**config.mk**
```make
export PLATFORM = sky130hd
export DESIGN_NAME = guess_scorer
export DESIGN_NICKNAME = d
export VERILOG_FILES = /design/src/rtl/bc_pkg.sv /design/src/rtl/digit_match.sv /design/src/rtl/guess_scorer.sv
export SDC_FILE = /design/constraint.sdc
export NUM_CORES = 1
export LEC_CHECK = 0
export BUFFER_PORTS_ARGS = -buffer_cell sky130_fd_sc_hd__buf_2
export CAP_MARGIN = 20
export CELL_PAD_IN_SITES_DETAIL_PLACEMENT = 0
export CELL_PAD_IN_SITES_GLOBAL_PLACEMENT = 1
export CORE_ASPECT_RATIO = 0.5
export CORE_UTILIZATION = 48
export CTS_CLUSTER_DIAMETER = 120
export DETAILED_ROUTE_END_ITERATION = 12
export HOLD_SLACK_MARGIN = 0.08
export PLACE_DENSITY_LB_ADDON = 0.1
export SYNTH_ARGS = -nofsm -noshare
export SYNTH_HDL_FRONTEND = slang
export SYNTH_HIERARCHICAL = 1
export SYNTH_SLANG_ARGS = --single-unit
export TNS_END_PERCENT = 10
```
**constraint.sdc**
```tcl
create_clock -name CLK -period 7 [get_ports CLK]
set_input_delay 1.4 -clock CLK [delete_from_list [all_inputs] [get_ports CLK]]
set_output_delay 1.4 -clock CLK [all_outputs]
set_load 0.02 [all_outputs]
```
**src/rtl/bc_pkg.sv**
```systemverilog
// Shared Bulls and Cows definitions: digit geometry, scorer state encoding
// and the guess legality check used by the answer and guess paths.
package bc_pkg;

  localparam int DIGIT_W    = 4;
  localparam int NUM_DIGITS = 4;
  localparam int IDX_W      = 2;
  localparam logic [DIGIT_W-1:0] INVALID_DIGIT = 4'hF;

  typedef enum logic [2:0] {
    IDLE    = 3'd0,
    COMPARE = 3'd1,
    REPORT  = 3'd2,
    WON     = 3'd3,
    LOST    = 3'd4
  } scorer_state_t;

  // A guess is legal when every nibble is a decimal digit and no digit repeats.
  function automatic logic is_legal_guess(input logic [DIGIT_W*NUM_DIGITS-1:0] g);
    logic ok;
    ok = 1'b1;
    for (int i = 0; i < NUM_DIGITS; i++) begin
      if (g[i*DIGIT_W +: DIGIT_W] > 4'd9) ok = 1'b0;
      for (int j = i + 1; j < NUM_DIGITS; j++) begin
        if (g[i*DIGIT_W +: DIGIT_W] == g[j*DIGIT_W +: DIGIT_W]) ok = 1'b0;
      end
    end
    return ok;
  endfunction

endpackage

```
**src/rtl/digit_match.sv**
```systemverilog
// Classifies one guess digit at a given position against the whole answer:
// bull if it matches the answer digit at that position, cow if it matches another.
module digit_match
  import bc_pkg::*;
(
  input  logic [DIGIT_W-1:0]            g_digit,
  input  logic [DIGIT_W*NUM_DIGITS-1:0] answer,
  input  logic [IDX_W-1:0]              pos,
  output logic                          is_bull,
  output logic                          is_cow
);

  logic same_pos;
  logic other_pos;

  always_comb begin
    same_pos  = 1'b0;
    other_pos = 1'b0;
    for (int i = 0; i < NUM_DIGITS; i++) begin
      // digit0 lives in the most significant nibble
      if (answer[DIGIT_W*(NUM_DIGITS-1-i) +: DIGIT_W] == g_digit) begin
        if (i == int'(pos)) same_pos  = 1'b1;
        else                other_pos = 1'b1;
      end
    end
    is_bull = same_pos;
    is_cow  = other_pos & ~same_pos;
  end

endmodule

```
**src/rtl/guess_scorer.sv**
```systemverilog
// Bulls and Cows guess scorer: latches a guess and the secret answer, walks the
// four guess digits serially, then reports bulls/cows and tracks round and game state.
module guess_scorer
  import bc_pkg::*;
#(
  parameter int MAX_ROUNDS = 10
) (
  input  logic        CLK,
  input  logic        rst_n,
  input  logic [15:0] answer,
  input  logic        answer_valid,
  input  logic [15:0] guess,
  input  logic        guess_valid,
  input  logic        new_game,
  output logic        busy,
  output logic        done,
  output logic        err,
  output logic [2:0]  bulls,
  output logic [2:0]  cows,
  output logic [3:0]  round_cnt,
  output logic        win,
  output logic        game_over
);

  localparam logic [3:0] MAX_R = 4'(MAX_ROUNDS);

  scorer_state_t     state;
  logic [15:0]       guess_q;
  logic [15:0]       answer_q;
  logic [IDX_W-1:0]  idx;
  logic [2:0]        bull_acc;
  logic [2:0]        cow_acc;
  logic              err_q;

  logic [DIGIT_W-1:0] g_digit;
  logic               is_bull;
  logic               is_cow;
  logic [3:0]         round_next;

  assign g_digit    = guess_q[DIGIT_W*(NUM_DIGITS-1-int'(idx)) +: DIGIT_W];
  assign round_next = round_cnt + 4'd1;

  digit_match u_digit_match (
    .g_digit (g_digit),
    .answer  (answer_q),
    .pos     (idx),
    .is_bull (is_bull),
    .is_cow  (is_cow)
  );

  always_ff @(posedge CLK or negedge rst_n) begin
    if (!rst_n) begin
      state     <= IDLE;
      guess_q   <= '0;
      answer_q  <= '0;
      idx       <= '0;
      bull_acc  <= '0;
      cow_acc   <= '0;
      err_q     <= 1'b0;
      busy      <= 1'b0;
      done      <= 1'b0;
      err       <= 1'b0;
      bulls     <= '0;
      cows      <= '0;
      round_cnt <= '0;
      win       <= 1'b0;
      game_over <= 1'b0;
    end else begin
      done <= 1'b0;
      err  <= 1'b0;
      if (new_game) begin
        // Restart drops any in-flight compare without reporting it
        state     <= IDLE;
        busy      <= 1'b0;
        bulls     <= '0;
        cows      <= '0;
        round_cnt <= '0;
        win       <= 1'b0;
        game_over <= 1'b0;
      end else begin
        case (state)
          IDLE: begin
            if (guess_valid && answer_valid) begin
              guess_q  <= guess;
              answer_q <= answer;
              bull_acc <= '0;
              cow_acc  <= '0;
              idx      <= '0;
              if (is_legal_guess(guess)) begin
                err_q <= 1'b0;
                busy  <= 1'b1;
                state <= COMPARE;
              end else begin
                err_q <= 1'b1;
                state <= REPORT;
              end
            end
          end
          COMPARE: begin
            bull_acc <= bull_acc + {2'b00, is_bull};
            cow_acc  <= cow_acc + {2'b00, is_cow};
            idx      <= idx + 1'b1;
            if (idx == IDX_W'(NUM_DIGITS - 1)) state <= REPORT;
          end
          REPORT: begin
            done <= 1'b1;
            busy <= 1'b0;
            if (err_q) begin
              err   <= 1'b1;
              state <= IDLE;
            end else begin
              bulls     <= bull_acc;
              cows      <= cow_acc;
              round_cnt <= round_next;
              if (bull_acc == 3'd4) begin
                win       <= 1'b1;
                game_over <= 1'b1;
                state     <= WON;
              end else if (round_next == MAX_R) begin
                game_over <= 1'b1;
                state     <= LOST;
              end else begin
                state <= IDLE;
              end
            end
          end
          WON, LOST: ;
          default: state <= IDLE;
        endcase
      end
    end
  end

endmodule

```
==> impl_metrics.json, run 1 <==
{
  "status": "completed",
  "grt_pass1_wl_um": 10700,
  "io_pins": 52,
  "r2r_start": "idx[0]",
  "root_buffer": "clkbuf_16",
  "nNetsFinal": 376,
  "cp-endpoint": "cow_acc[2]",
  "path_cells": "mux4_2, xnor2_1, nand4_1, mux2i_1, mux2_4, nor3_2, ha_1, ha_1, nand2_1, xor2_1, nor2_1",
  "worst-path-max-fanout": 13,
  "regArea_um2": 1480,
  "clock_skew_ns": 0.00677,
  "syn_inst": 282,
  "multiInputGateArea_um2": 1640,
  "clkPwrFrac_pct": 40.7,
  "timing.final.crit_share_pct": 42.1,
  "setup_ws_ns": 4.05,
  "nFillCells": 535,
  "layout_commonest_cell": "dfrtp_1",
  "fp.dieH_um": 60.0,
  "crit_top_cell": "ha_1",
  "worstSetupStartpointType": "flop",
  "start_util_pct": 51.4,
  "fin_setup_tns_ns": 0,
  "worstSkewPairLatency_ns": 0.33,
  "synth_edf_count": 0,
  "max_cap_viol_count": 0,
  "grtUsageTotal_pct": 20.7,
  "placed_area_um2": 3500,
  "remaining_drc_errors": 0,
  "syn_area_um2": 3230,
  "port_buffers": 51,
  "comb_power_share_pct": 19.3,
  "slowest_stage": "dfrtp_1",
  "overflow": 0,
  "seq_power_share_pct": 40.0,
  "grt_pass1_vias": 2137,
  "cts_max_level": 3,
  "wl_per_cell_um": 15.2,
  "yosysSeqAreaShare_pct": 45.8,
  "diodes": 0,
  "clkTransAtPathRegs_ns": 0.05,
  "synthArstFlopShare_pct": 100,
  "synth-seq-cells": 59,
  "critPathRequiredTime_ns": 7.19,
  "slew_headroom_pct": 46.0,
  "numCtsBuffers": 9,
  "dr_total_vias": 2248,
  "slew_viol_final": 0,
  "ys_warn_count": 6,
  "die_area_um2": 7070,
  "avgSynthCellArea_um2": 11.4,
  "fp.coreArea_um2": 6280,
  "drtIter0Drc": 119,
  "synthToLayoutAreaGrowth_pct": 17.9,
  "fin_crit_ns": 2.95,
  "fp-row-count": 20,
  "holdCritPathClass": "reg2reg",
  "gp_congestion": 0.783,
  "r2r_setup_slack_ns": 4.05,
  "worstSetupEndpointType": "flop",
  "die_x_um": 118,
  "final-hold-violation-count": 0,
  "intPower_w": 0.000791,
  "vias_per_cell": 5.30,
  "leakage_nw": 1.69,
  "power_switching_w": 0.000276,
  "rsz0062_at_grt": "no",
  "synth_ff_type": "dfrtp_1",
  "wirelength_um": 6440,
  "postRouteAntennaNets": 0,
  "synthesis.nets": 326,
  "slowest_delay_ns": 0.67,
  "dr.pass1.iters": 4,
  "critPathKind": "reg2reg",
  "postCtsHoldBufs": 0,
  "fmax_mhz": 339,
  "critPathLaunch": "idx[0]",
  "synth_cell_types": 42,
  "dp.cells": 408,
  "cts_resized": 0,
  "whs_ns": 0.497,
  "grt_max_degree": 60,
  "swShare_pct": 25.9,
  "hpwl_um": 4610,
  "mostFrequentLayoutCells": "dfrtp_1 (59), buf_2 (51), mux2_2 (31)",
  "r2r_cells": 11,
  "post-place-ws_ns": 3.93,
  "final_cells": 424,
  "clock_sinks": 59,
  "worstMarginPinSlew_ns": 0.802,
  "cts_setup_buffers": 0,
  "power.density_nw_per_um2": 281,
  "setup_violations": 0,
  "antenna_found_initial": 0,
  "cts_tree": "done",
  "drive_above_1_share_pct": 34.2,
  "r2r_end": "cow_acc[2]",
  "max-vdd-ir-drop_mv": 0.136,
  "cts_buffer_depth": 2,
  "cp_data_arrival_time_ns": 3.14,
  "fin_area_um2": 3800
}
[flip-flops by register name, summed over array words and instances (netlist names), 3 cells and up]
register,cells
state,3
answer_q,16
bulls,3
cows,3
cow_acc,3
guess_q,16
bull_acc,3
round_cnt,4
[synth_stat cells (2+ instances only)]
cell      number  share of area (%)
buf_4          4               0.93
nand4_2        3                1.2
nor3b_1        2               0.47
clkbuf_1       3               0.35
a211oi_1       2               0.47
o21ai_0       12                1.9
xor2_1        28                7.6
nor2_1        16                1.9
mux2i_1        2               0.62
nor4b_2        2               0.93
a21oi_1        9                1.4
and2_1         2               0.39
dfrtp_1       59                 46
nand2_1       30                3.5
nand3b_1       6                1.4
xnor2_1       17                4.6
a31oi_1        3               0.58
buf_2          4               0.62
mux2_2        31                 11
nand4_1        4               0.78
nor3_2         2               0.62
nor4_1         7                1.4
ha_1           7                2.7
nand2b_1       2               0.39
inv_1          2               0.23
mux4_2         4                2.8
buf_6          4                1.4
[critical path, delay by kind of cell (launching register included)]
family / cells / cell delay (ns)
xor gates and xnor gates: 2 / 0.37
muxes: 3 / 1.06
adders and majority gates: 2 / 0.36
DFF: 1 / 0.67
and+or+nand+nor: 4 / 0.34
[worst min-delay path by stage]
stage / from / endpoint / slack [ns] / depth (start not counted)
2_1_floorplan: guess_q[11] / guess_q[11] / 0.45 / 1
3_3_place_gp: guess_q[11] / guess_q[11] / 0.47 / 1
3_5_place_dp: guess_q[1] / guess_q[1] / 0.49 / 1
4_1_cts: guess_q[11] / guess_q[11] / 0.50 / 1
5_1_grt: guess_q[3] / guess_q[3] / 0.53 / 1
6_report: guess_q[11] / guess_q[11] / 0.50 / 1
[metal layers]
layer	part of all wire (%)	global-route usage (%)
met5	0	0
met4	1.1	7.69
met3	5.6	8.68
met2	44	30.7
met1	50	27.3
[stage by stage]
| step | power [W] | utilization, % |
|---|---|---|
| 2_1_floorplan | 0.000592 | - |
| 5_1_grt | 0.00113 | 60.6 |
| 3_3_place_gp | 0.000633 | 55.7 |
| 4_1_cts | 0.00108 | 60.4 |
| 6_report | 0.00107 | 60.6 |
| 3_5_place_dp | 0.000639 | 55.7 |
[power groups by stage]
stage,Combinational (W),Sequential (W),Clock (W)
final,0.000206,0.000426,0.000435
after floorplan,0.000175,0.000416,0
after global placement,0.000202,0.000431,0
after global routing,0.000228,0.000433,0.000464
after detailed placement,0.000207,0.000433,0
after CTS,0.000208,0.000427,0.000445
[logic make-up (layout without fill, tap and decap cells)]
kind of cell	count (synthesis)	in the layout	share of synthesized area [%]
and+or+nand+nor	82	82	14.5
adders and majority gates	7	7	2.71
AOI/OAI and AO/OA	33	33	6.24
muxes	39	39	15.0
xor gates and xnor gates	45	45	12.2
DFF	59	59	45.8
buffers and inverters	17	71	3.53
[layout make-up]
cell class	instances	share of cell area (%)
clock inverter	2	0.921
inverter	2	0.197
timing repair buffer	54	7.30
multi-input combinational	206	43.0
sequential	59	38.8
tap	88	2.89
clock buffer	13	6.84
(Power assumes the default switching activity.)
==> run 2: changes to the inputs <==
ABC_AREA = 1   (was not set)
CORE_UTILIZATION = 41   (was 48)
clock period = 2.74 ns   (was 7 ns; I/O delays follow)
==> run 2 against run 1 <==
Compared with the run above:
- core utilization is 9.3 points lower
- global-route usage is 0.70 points lower
- largest cell class unchanged
- wire length is 24% higher
- critical path depth is 6 higher
- via count is 41% higher
- first-iteration DRC count is 0.84% lower
- die area is 25% higher
- power grew to 3.8 times the previous value
- final area is 9.0% higher
- highest routed layer unchanged
==> impl_metrics.json, run 2 <==
{
  "overflow": 0,
  "synthToLayoutAreaGrowth_pct": 19.6,
  "r2r_end": "cow_acc[1]",
  "fp.dieH_um": 67.0,
  "final-hold-violation-count": 0,
  "slew_headroom_pct": 54.0,
  "met1Wirelength_um": 4170,
  "layout_commonest_cell": "nand2_1",
  "drtIter0Drc": 118,
  "dr.pass1.iters": 4,
  "fp-row-count": 23,
  "wirelength_um": 7970,
  "vias_per_cell": 4.66,
  "leakage_nw": 2.32,
  "worstSkewPairLatency_ns": 0.32,
  "path_cells": "inv_1, nor2_1, o22ai_1, buf_4, inv_2, nand2_1, nand2_1, nor2_1, nand3_1, nand2_1, inv_1, nand2_2, nor2_2, ha_1, ha_1, nand3_1, o21ai_1",
  "power.density_nw_per_um2": 975,
  "synth_top_area_share_pct": 42.6,
  "grt_pass1_wl_um": 13600,
  "whs_ns": 0.267,
  "root_buffer": "clkbuf_16",
  "worstSetupEndpointType": "flop",
  "synth-seq-cells": 59,
  "synth_edf_count": 0,
  "fmax_mhz": 408,
  "yosysMostFrequentCell": "nand2_1",
  "reg_top3": "answer_q: 16 flops, guess_q: 16 flops, round_cnt: 4 flops",
  "wl_per_cell_um": 11.7,
  "port_buffers": 51,
  "cts_buffer_depth": 2,
  "fp.coreArea_um2": 8090,
  "max-vdd-ir-drop_mv": 0.339,
  "dr_total_vias": 3175,
  "max_cap_viol_count": 0,
  "gp_congestion": 0.865,
  "clock_skew_ns": 0.00500,
  "worstSetupStartpointType": "flop",
  "ys_top_cells_by_area": "dfrtp_1 (43%), nand2_1 (24%), inv_1 (5.5%)",
  "synth_cell_types": 27,
  "slowest_delay_ns": 0.50,
  "clock_sinks": 59,
  "drive_above_1_share_pct": 18.2,
  "status": "completed",
  "avgSynthCellArea_um2": 6.84,
  "r2r_setup_slack_ns": 0.29,
  "synth_ff_type": "dfrtp_1",
  "synth_common_cells": "nand2_1 (223), dfrtp_1 (59), inv_1 (51)",
  "die_x_um": 132,
  "r2r_start": "idx[0]",
  "grt_max_degree": 42,
  "fin_setup_tns_ns": 0,
  "grtUsageTotal_pct": 20.0,
  "start_util_pct": 42.9,
  "critPathRequiredTime_ns": 2.95,
  "route.met3.wl_um": 350,
  "die_area_um2": 8850,
  "numCtsBuffers": 9,
  "crit_family": "simple AND/OR/NAND/NOR gates",
  "worstMarginPinSlew_ns": 0.690,
  "worst-path-max-fanout": 16,
  "holdCritPathClass": "in2async",
  "cp.buffers_inverters": 4,
  "slew_viol_final": 0,
  "io_pins": 52,
  "ys_warn_count": 6,
  "top_layer": "met4",
  "setup_violations": 0,
  "cp_data_arrival_time_ns": 2.67,
  "remaining_drc_errors": 0,
  "mostFrequentLayoutCells": "nand2_1 (223), dfrtp_1 (58), inv_1 (51), buf_2 (51), nor2_1 (32)",
  "critPathKind": "reg2reg",
  "hpwl_um": 6080,
  "clkTransAtPathRegs_ns": 0.05,
  "cts_tree": "done",
  "timing.final.crit_share_pct": 89.5,
  "crit_top_cell": "nand2_1",
  "postRouteAntennaNets": 0,
  "diodes": 0,
  "synthesis.nets": 551,
  "r2r_cells": 17,
  "syn_inst": 507,
  "syn_area_um2": 3470,
  "nNetsFinal": 609,
  "synth_area_leader_cell": "dfrtp_1",
  "fin_crit_ns": 2.45,
  "yosysSeqAreaShare_pct": 42.6,
  "slowest_stage": "dfrtp_2",
  "rsz0062_at_grt": "no",
  "synthArstFlopShare_pct": 100,
  "grt_pass1_vias": 2842,
  "cts_max_level": 3,
  "wl_met2_um": 3390,
  "antenna_found_initial": 0
}
## run 2: cell types whose count changed after synthesis, sizes merged, moves of 7 or more
cell,before,now
xnor2,17,1
xor2,28,1
nor2,16,47
o21ai,12,50
nor4,7,0
mux2,33,0
nand2,30,226
inv,2,63
nand3,1,23
## run 2: cell type report
cell class,count,area [um^2]
fillers,821,3940
multi-input cells,374,1680
flip-flops and latches,59,1480
repair buffers,58,333
clock buffers,14,264
inverters,63,239
well taps,112,140
clock inverters,2,10.0
## run 2: routing by layer
layer	vias up	global-route usage, %
met3	5	5.63
met2	59	30.6
met1	1421	27.5
met4	0	5.67
li1	1690	-
met5	-	0
## run 2: where the power goes
group          internal (W)  switching (W)  total [W]
registers           0.00116       0.000236    0.00139
clock network      0.000657       0.000361    0.00102
logic              0.000625        0.00101    0.00163
total               0.00244        0.00160    0.00404
## run 2: worst register-to-register path: cells and delay by family (launching register included)
kind	cells	cell delay [ns]
simple gates	9	0.67
compound gates	2	0.25
buf+inv	4	0.50
fa+ha+maj	2	0.44
flops	1	0.50
## run 2: through the flow
step	cells	area, um^2	util (%)	power (W)	setup slack (ns)
after floorplan	507	3470	-	0.00255	0.408
after global placement	666	3870	47.9	0.00302	0.268
after detailed placement	666	3870	47.9	0.00304	0.205
after CTS	682	4150	51.3	0.00409	0.192
after global routing	682	4150	51.3	0.00440	0.00556
final	682	4150	51.3	0.00404	0.288
## run 2: repair_timing
action                     in CTS  in global routing
resized for setup               0                  1
setup endpoints to repair       0                  4
hold buffers                    0                  0
setup buffers                   0                  0
## run 2: kinds of logic (layout without fill, tap and decap cells)
kind of cell / Yosys count / in the layout / share of synthesized area [%]
fa+ha+maj: 7 / 7 / 2.53
buf+inv: 74 / 137 / 8.84
compound gates: 61 / 61 / 9.35
xor+xnor: 2 / 2 / 0.505
simple gates: 304 / 304 / 36.2
flops: 59 / 59 / 42.6
## run 2: worst max path at each step
stage / to / slack, ns / start / depth (start not counted)
6_report: cow_acc[1] / 0.29 / idx[0] / 17
3_5_place_dp: cow_acc[1] / 0.20 / idx[0] / 16
4_1_cts: cow_acc[1] / 0.19 / idx[0] / 16
3_3_place_gp: cow_acc[1] / 0.27 / idx[0] / 16
2_1_floorplan: cow_acc[1] / 0.41 / idx[0] / 16
5_1_grt: bull_acc[2] / 0.006 / idx[0] / 17
==> run 3: changes to the inputs <==
CORE_MARGIN = 5   (was not set)
==> run 3 against run 2 <==
Compared with the run above:
- count of clock-buffer cells in the layout shrank 2
- setup slack better by 0.037 ns
- hold slack got worse by 0.12 ns
- combinational power about the same
- critical path depth stayed put
==> impl_metrics.json, run 3 (synthesized netlist as in run 2, its figures left out) <==
{
  "grt_max_degree": 43,
  "vias_per_cell": 4.65,
  "fp-row-count": 23,
  "postCtsHoldBufs": 0,
  "wirelength_um": 8070,
  "grtUsageTotal_pct": 16.7,
  "fmax_mhz": 414,
  "fin_area_um2": 4130,
  "grt_pass1_wl_um": 13900,
  "worst-path-max-fanout": 16,
  "port_buffers": 51,
  "clock_sinks": 59,
  "leakage_nw": 2.31,
  "root_buffer": "clkbuf_16",
  "overflow": 0,
  "nNetsFinal": 609,
  "die_x_um": 140,
  "met1Wirelength_um": 4500,
  "cp_data_arrival_time_ns": 2.63,
  "worstSetupStartpointType": "flop",
  "reg_top3": "answer_q: 16 flops, guess_q: 16 flops, round_cnt: 4 flops",
  "grt_pass1_vias": 2866,
  "worstSkewPairLatency_ns": 0.32,
  "cts_tree": "done",
  "worstMarginPinSlew_ns": 0.395,
  "rsz0062_at_grt": "no",
  "max_cap_viol_count": 0,
  "critPathRequiredTime_ns": 2.95,
  "max-vdd-ir-drop_mv": 0.403,
  "power.density_nw_per_um2": 967,
  "io_pins": 52,
  "fp.dieH_um": 75.0,
  "clock_skew_ns": 0.00309,
  "layout_commonest_cell": "nand2_1",
  "synthToLayoutAreaGrowth_pct": 19.1,
  "placed_area_um2": 3860,
  "mostFrequentLayoutCells": "nand2_1 (223), dfrtp_1 (58), inv_1 (51), buf_2 (51), nor2_1 (32)",
  "cts_max_level": 3,
  "slew_headroom_pct": 73.7,
  "final-hold-violation-count": 0,
  "dr.pass1.iters": 4,
  "setup_violations": 0,
  "route.met3.wl_um": 364,
  "nFillCells": 862,
  "fin_crit_ns": 2.42,
  "start_util_pct": 42.7,
  "wl_met2_um": 3120,
  "fp.coreArea_um2": 8120,
  "remaining_drc_errors": 0,
  "slew_viol_final": 0,
  "holdCritPathClass": "in2async",
  "drive_above_1_share_pct": 18.5,
  "fin_setup_tns_ns": 0,
  "critPathKind": "reg2reg",
  "postRouteAntennaNets": 0,
  "gp_congestion": 0.822,
  "drtIter0Drc": 179,
  "status": "completed",
  "wl_per_cell_um": 11.9,
  "cts_buffer_depth": 2,
  "top_layer": "met4",
  "regArea_um2": 1480,
  "clkTransAtPathRegs_ns": 0.05,
  "dr_total_vias": 3168,
  "timing.final.crit_share_pct": 88.1,
  "worstSetupEndpointType": "flop",
  "die_area_um2": 10500,
  "hpwl_um": 6240,
  "numCtsBuffers": 9,
  "multiInputGateArea_um2": 1690,
  "antenna_found_initial": 0,
  "diodes": 0
}
## run 3: cell types whose count changed in the layout (fill, tap and decap cells not counted), sizes merged
cell | previous run | this run
clkinv | 2 | 3
clkbuf | 14 | 12
## run 3: worst paths after layout
| check | startpoint | endpoint | slack, ns | depth (start not counted) |
|---|---|---|---|---|
| worst max-delay path | idx[0] | cow_acc[1] | 0.32 | 17 |
| worst min-delay path | rst_n | guess_q[8] | 0.15 | 1 |
| worst max register to register | idx[0] | cow_acc[1] | 0.32 | 17 |
| worst min register to register | busy | busy | 0.46 | 2 |
| max in group asynchronous | rst_n | idx[0] | 1.92 | 2 |
| min in group CLK | answer[12] | answer_q[12] | 0.43 | 3 |
## run 3: final cells by class
| type | count | area share, % |
|---|---|---|
| clock buffer | 12 | 5.97 |
| clock inverter | 3 | 0.364 |
| inverter | 63 | 5.79 |
| multi-input combinational | 374 | 40.9 |
| sequential | 59 | 35.8 |
| tap | 112 | 3.39 |
| timing repair buffer | 58 | 7.76 |
## run 3: routing by layer
metal  global-route usage (%)  vias up
met4                     5.16        0
met3                     4.44       10
met5                        0        -
li1                         -     1691
met1                     25.1     1417
met2                     23.4       50
## run 3: repair_timing
action | CTS | global route
endpoints found under the setup margin | 0 | 4
gates resized for setup | 0 | 2
setup buffers | 0 | 0
## run 3: report_power, final
group	switching (W)	internal (W)	leakage, nW
Sequential	0.000238	0.00116	0.768
Clock	0.000362	0.000625	0.132
Combinational	0.000997	0.000613	1.41
## run 3: worst max-delay path, cell delays in order (launching register included)
cell	delay, ns
dfrtp_2	0.49
inv_1	0.19
o21ai_0	0.10
o22ai_1	0.14
buf_4	0.18
inv_2	0.06
nand2_1	0.05
nand2_1	0.07
nor2_2	0.13
nand3_1	0.09
nand2_1	0.06
inv_1	0.04
nand2_2	0.07
nor2_2	0.03
ha_1	0.18
ha_1	0.27
nand3_1	0.08
o21ai_1	0.06
## run 3: stage by stage
step	hold slack, ns	instances	worst slack, ns	util (%)	total power, W
floorplan	0.252	507	0.408	-	0.00255
global placement	0.453	666	0.287	47.6	0.00300
detailed placement	0.457	666	0.230	47.6	0.00302
CTS	0.148	681	0.221	50.8	0.00402
global route	0.168	681	0.0735	50.9	0.00438
finish	0.149	681	0.325	50.9	0.00399
